--- src/rtl/axi_lite_arbiter.sv ---
// N-to-1 AXI-lite arbiter: independent round-robin write (AW/W/B) and read (AR/R) groups,
// one outstanding transaction per group, grant locked until the response handshake.
module axi_lite_arbiter #(
  parameter int unsigned N = 2
) (
  input  logic                  aclk,
  input  logic                  arst,
  // Requester-side write address / data / response
  input  logic [N-1:0][63:0]    s_awaddr,
  input  logic [N-1:0][3:0]     s_awid,
  input  logic [N-1:0][2:0]     s_awprot,
  input  logic [N-1:0]          s_awvalid,
  input  logic [N-1:0][63:0]    s_wdata,
  input  logic [N-1:0][7:0]     s_wstrb,
  input  logic [N-1:0]          s_wvalid,
  input  logic [N-1:0]          s_bready,
  // Requester-side read address / data
  input  logic [N-1:0]          s_arvalid,
  input  logic [N-1:0]          s_rready,
  input  logic [N-1:0][63:0]    s_araddr,
  input  logic [N-1:0][3:0]     s_arid,
  input  logic [N-1:0][2:0]     s_arprot,
  output logic [N-1:0]          s_awready,
  output logic [N-1:0]          s_wready,
  output logic [N-1:0]          s_bvalid,
  output logic [N-1:0]          s_bresp,
  output logic [N-1:0]          s_arready,
  output logic [N-1:0]          s_rvalid,
  output logic [N-1:0]          s_rresp,
  output logic [N-1:0][63:0]    s_rdata,
  output logic [N-1:0][3:0]     s_rid,
  // Target-side ports
  output logic [63:0]           m_awaddr,
  output logic [3:0]            m_awid,
  output logic [2:0]            m_awprot,
  output logic                  m_awvalid,
  output logic [63:0]           m_wdata,
  output logic [7:0]            m_wstrb,
  output logic                  m_wvalid,
  output logic                  m_bready,
  output logic                  m_arvalid,
  output logic                  m_rready,
  output logic [63:0]           m_araddr,
  output logic [3:0]            m_arid,
  output logic [2:0]            m_arprot,
  input  logic                  m_awready,
  input  logic                  m_wready,
  input  logic                  m_bvalid,
  input  logic                  m_bresp,
  input  logic                  m_arready,
  input  logic                  m_rvalid,
  input  logic                  m_rresp,
  input  logic [3:0]            m_rid,
  input  logic [63:0]           m_rdata
);

  localparam int unsigned GW = $clog2(N);

  typedef enum logic [1:0] {WIdle, WAddr, WResp} wstate_e;
  typedef enum logic [1:0] {RIdle, RAddr, RData} rstate_e;

  wstate_e        wstate;
  rstate_e        rstate;
  logic [GW-1:0]  wgnt, wlast, rgnt, rlast;
  logic           aw_done, w_done;
  logic           aw_hs, w_hs, b_hs, ar_hs, r_hs;

  // First requester at or after last+1 (mod N); the last winner is checked last.
  function automatic logic [GW-1:0] rr_pick(input logic [N-1:0] req, input logic [GW-1:0] last);
    logic [GW-1:0] pick;
    logic          found;
    int unsigned   idx;
    pick  = last;
    found = 1'b0;
    for (int unsigned off = 1; off <= N; off++) begin
      idx = (32'(last) + off) % N;
      if (!found && req[idx[GW-1:0]]) begin
        pick  = idx[GW-1:0];
        found = 1'b1;
      end
    end
    return pick;
  endfunction

  assign aw_hs = m_awvalid & m_awready;
  assign w_hs  = m_wvalid & m_wready;
  assign b_hs  = m_bvalid & m_bready;
  assign ar_hs = m_arvalid & m_arready;
  assign r_hs  = m_rvalid & m_rready;

  // Write group state
  always_ff @(posedge aclk) begin
    if (arst) begin
      wstate  <= WIdle;
      wgnt    <= '0;
      wlast   <= GW'(N - 1);
      aw_done <= 1'b0;
      w_done  <= 1'b0;
    end else begin
      case (wstate)
        WIdle: begin
          if (|s_awvalid) begin
            wgnt   <= rr_pick(s_awvalid, wlast);
            wstate <= WAddr;
          end
        end
        WAddr: begin
          if (aw_hs) aw_done <= 1'b1;
          if (w_hs)  w_done  <= 1'b1;
          if ((aw_done | aw_hs) && (w_done | w_hs)) wstate <= WResp;
        end
        WResp: begin
          if (b_hs) begin
            wlast   <= wgnt;
            aw_done <= 1'b0;
            w_done  <= 1'b0;
            wstate  <= WIdle;
          end
        end
        default: wstate <= WIdle;
      endcase
    end
  end

  // Read group state
  always_ff @(posedge aclk) begin
    if (arst) begin
      rstate <= RIdle;
      rgnt   <= '0;
      rlast  <= GW'(N - 1);
    end else begin
      case (rstate)
        RIdle: begin
          if (|s_arvalid) begin
            rgnt   <= rr_pick(s_arvalid, rlast);
            rstate <= RAddr;
          end
        end
        RAddr: begin
          if (ar_hs) rstate <= RData;
        end
        RData: begin
          if (r_hs) begin
            rlast  <= rgnt;
            rstate <= RIdle;
          end
        end
        default: rstate <= RIdle;
      endcase
    end
  end

  // Write routing: payload always follows the grant; only handshakes are state-qualified.
  always_comb begin
    m_awaddr  = s_awaddr[wgnt];
    m_awid    = s_awid[wgnt];
    m_awprot  = s_awprot[wgnt];
    m_wdata   = s_wdata[wgnt];
    m_wstrb   = s_wstrb[wgnt];
    m_awvalid = 1'b0;
    m_wvalid  = 1'b0;
    m_bready  = 1'b0;
    s_awready = '0;
    s_wready  = '0;
    s_bvalid  = '0;
    s_bresp   = '0;
    case (wstate)
      WAddr: begin
        m_awvalid       = s_awvalid[wgnt] & ~aw_done;
        m_wvalid        = s_wvalid[wgnt] & ~w_done;
        s_awready[wgnt] = m_awready & ~aw_done;
        s_wready[wgnt]  = m_wready & ~w_done;
      end
      WResp: begin
        m_bready       = s_bready[wgnt];
        s_bvalid[wgnt] = m_bvalid;
        s_bresp[wgnt]  = m_bresp;
      end
      default: ;
    endcase
  end

  // Read routing; rdata/rid are broadcast, rvalid/rresp go to the grant only.
  always_comb begin
    m_araddr  = s_araddr[rgnt];
    m_arid    = s_arid[rgnt];
    m_arprot  = s_arprot[rgnt];
    m_arvalid = 1'b0;
    m_rready  = 1'b0;
    s_arready = '0;
    s_rvalid  = '0;
    s_rresp   = '0;
    for (int unsigned i = 0; i < N; i++) begin
      s_rdata[i] = m_rdata;
      s_rid[i]   = m_rid;
    end
    case (rstate)
      RAddr: begin
        m_arvalid       = s_arvalid[rgnt];
        s_arready[rgnt] = m_arready;
      end
      RData: begin
        m_rready       = s_rready[rgnt];
        s_rvalid[rgnt] = m_rvalid;
        s_rresp[rgnt]  = m_rresp;
      end
      default: ;
    endcase
  end

endmodule

--- config.mk ---
export PLATFORM = sky130hd
export DESIGN_NAME = axi_lite_arbiter
export DESIGN_NICKNAME = d
export VERILOG_FILES = /design/src/rtl/axi_lite_arbiter.sv
export SDC_FILE = /design/constraint.sdc
export NUM_CORES = 1
export LEC_CHECK = 0
export ABC_CLOCK_PERIOD_IN_PS = 1300
export BUFFER_PORTS_ARGS = -buffer_cell sky130_fd_sc_hd__buf_2
export CAP_MARGIN = 20
export CORE_AREA = 2 2 343 345
export CTS_BUF_LIST = sky130_fd_sc_hd__clkbuf_8
export CTS_CLUSTER_SIZE = 12
export DETAILED_ROUTE_END_ITERATION = 7
export DIE_AREA = 0 0 345 347
export SLEW_MARGIN = 20
export SYNTH_ARGS = -nofsm -noshare
export SYNTH_HDL_FRONTEND = slang
export SYNTH_SLANG_ARGS = --single-unit
--- constraint.sdc ---
create_clock -name aclk -period 1.3 [get_ports aclk]
set_input_delay 0.26 -clock aclk [delete_from_list [all_inputs] [get_ports aclk]]
set_output_delay 0.26 -clock aclk [all_outputs]
set_load 0.05 [all_outputs]
==> impl_metrics.yaml <==
timing:
  period_minus_slack_ns: 1.86
  period_share: 1.43
  rsz0062_at_grt: "yes"
  hold_viol: 0
  holdWs_ns: 0.318
  clock_skew_ns: 0.0216
  setup_slack_ns: -0.560
  finalSetupViolCount: 240
  slew-limit-headroom: 0.766
  finalMaxSlewViolations: 0
  fmaxAchievable_mhz: 538
  tightest_slew_ns: 0.352
cts:
  clockBufferDepth: 2
  clock_latency_ns: 0.28
  cts_hold_buf: 0
  htreeDepth: 1
  cts_tree: "done"
  cts_made_buffers: 3
  path_clk_slew_ns: 0.09
  root_buffer: "clkbuf_8"
  numClockSinks: 10
drt:
  drcViolationCount: 0
  drt_first_pass_iters: 4
  wl_um: 69600
  routed-via-count: 6484
  drtIter0Drc: 305
  ant_nets: 0
  wl_per_cell_um: 26.7
  viasPerCell: 2.49
final_layout:
  drive_above_1_share: 0.965
  post-route-util: 0.107
  nets: 1575
  syn2layout_area_growth_pct: 192
floorplan:
  row_count: 125
  start_util: 0.0366
  dieHeight_um: 347
  fp.coreArea_um2: 116000
  io_pins: 884
  dieArea_um2: 120000
  die_x_um: 345
pwr:
  p_leak_nw: 5.55
  vdd_drop_max_mv: 0.332
  p_per_area_nw_per_um2: 705
synthesis:
  syn_nets: 977
  synth_common_cells: "mux2_2 (214), buf_4 (143), buf_2 (18), nor2_1 (18), nand2_1 (11)"
  synth.most_common_cell: "mux2_2"
  ys.flop_type: "dfxtp_1"
  async_flop_share: 0
  synth.area.top_cells: "mux2_2 (57%), buf_4 (25%), dfxtp_1 (4.7%)"
  seq_area_frac_synth: 0.0473
  yosysTopAreaCellShare: 0.569
  synth_cells: 462
  synth_cell_types: 29
  ys_ff_latch: 10
  yosysTopAreaCell: "mux2_2"
  ys_warn_count: 0
  synth_area_um2: 4230
  synth_edf_count: 0
  avgSynthCellArea_um2: 9.16
placed_design:
  finalWeightedCongestion: 1.01
  dp_slack_ns: -0.503
  hpwl_um: 64400
  port_buffers: 679
global_routing:
  overflow: 0
  antenna_found_initial: 88
  grt_pass1_wl_um: 81700
  first_global_vias: 6558
  grtUsageTotal: 0.110
  grt_max_degree: 32
hold_path:
  hold_path_depth: 3
  hold_path_class: "input port to register"
  min-delay-start: "s_bready[1]"
outcome:
  status: "finished, violations left"
  violations: "setup timing"
worst_setup_path:
  r2r_cells: 7
  reg2reg_from: "wgnt"
  cp-start-kind: "register"
  cp.arrival_ns: 1.60
  startpoint: "wgnt"
  crit_type: "register to primary output"
  crit_fanout: 7
  endpoint_kind: "primary output"
  cp.required_ns: 1.04
job:
  cap_violations: 0
[cells by family (layout without fill, tap and decap cells)]
group | count (synthesis) | count (layout) | share of synthesized area
DFF | 10 | 10 | 0.0473
other | 0 | 25 | 0
and+or+nand+nor | 54 | 54 | 0.0633
muxes | 220 | 220 | 0.584
buffers and inverters | 164 | 760 | 0.279
AOI/OAI and AO/OA | 14 | 14 | 0.0263
[final cells by class]
class / instances / area, um2
Multi-Input combinational cell: 288 / 3780
Timing Repair Buffer: 756 / 6350
Tap cell: 1524 / 1910
Antenna cell: 25 / 62.6
Sequential cell: 10 / 214
Inverter: 1 / 3.75
Fill cell: 13300 / 103000
Clock buffer: 3 / 41.3
[worst max-delay path, cell delays in order (launching register included)]
cell     delay (ns)
dfxtp_4        0.43
buf_8          0.17
buf_12         0.11
buf_16         0.13
mux2_4         0.30
buf_4          0.19
[cell usage in the layout (no fill, tap or decap), types with 3 or more instances in the layout]
cell         n
nand2_2      3
mux2_2      40
buf_2      462
buf_6      119
nor2_4       9
diode_2     25
mux2i_4      5
and3_4       7
nand2_1      7
dfxtp_1      5
buf_12      66
nor2_1       8
buf_16       6
clkbuf_16    3
buf_4       49
nor2b_4      3
mux2_4     174
dfxtp_4      3
clkbuf_8     3
nor3_4       3
buf_8       51
[path summary, 6_finish.rpt]
| path | endpoint | slack [ns] |
|---|---|---|
| worst max-delay path | m_awaddr[18] | -0.56 |
| worst min-delay path | wlast | 0.32 |
| worst max register to register | wstate[0] | -0.27 |
| worst min register to register | rlast | 0.50 |
[timing repair]
action                                  4_1_cts  5_1_grt
gates resized for setup                     404      128
endpoints found under the setup margin      241      240
buffers inserted                             25       13
pin swaps                                    14       10
cloned                                        9        3
endpoints found under the hold margin         0        0
[power by group]
group	leakage (nW)	switching, mW	internal [mW]	total [mW]
Combinational	5.45	4.46	3.44	7.90
Clock	0.0217	0.225	0.208	0.433
Sequential	0.0846	0.0447	0.335	0.379
Total	5.55	4.73	3.98	8.71
[sequential cells by signal, indices dropped and copies added (netlist names)]
signal	count
aw_done	1
wstate	2
wgnt	1
rgnt	1
rstate	2
w_done	1
wlast	1
rlast	1
[stage by stage]
stage / TNS [ns] / power, mW / cells / instance area [um2]
after floorplan: -9.78 / 5.48 / 462 / 4990
after global placement: -48.45 / 6.99 / 2542 / 10100
after detailed placement: -53.30 / 7.03 / 2542 / 10100
after CTS: -120.86 / 8.67 / 2577 / 11900
after global routing: -122.80 / 9.11 / 2599 / 12300
final: -108.86 / 8.71 / 2607 / 12400
[layer usage]
| layer | global-route usage | routed length (um) | vias to the layer above |
|---|---|---|---|
| met5 | 0 | 129 | - |
| met4 | 0.0252 | 2150 | 18 |
| met3 | 0.0545 | 8820 | 141 |
| met2 | 0.194 | 34000 | 696 |
| met1 | 0.118 | 24600 | 2912 |
| li1 | - | - | 2717 |
Power figures use the tool's default switching activity.
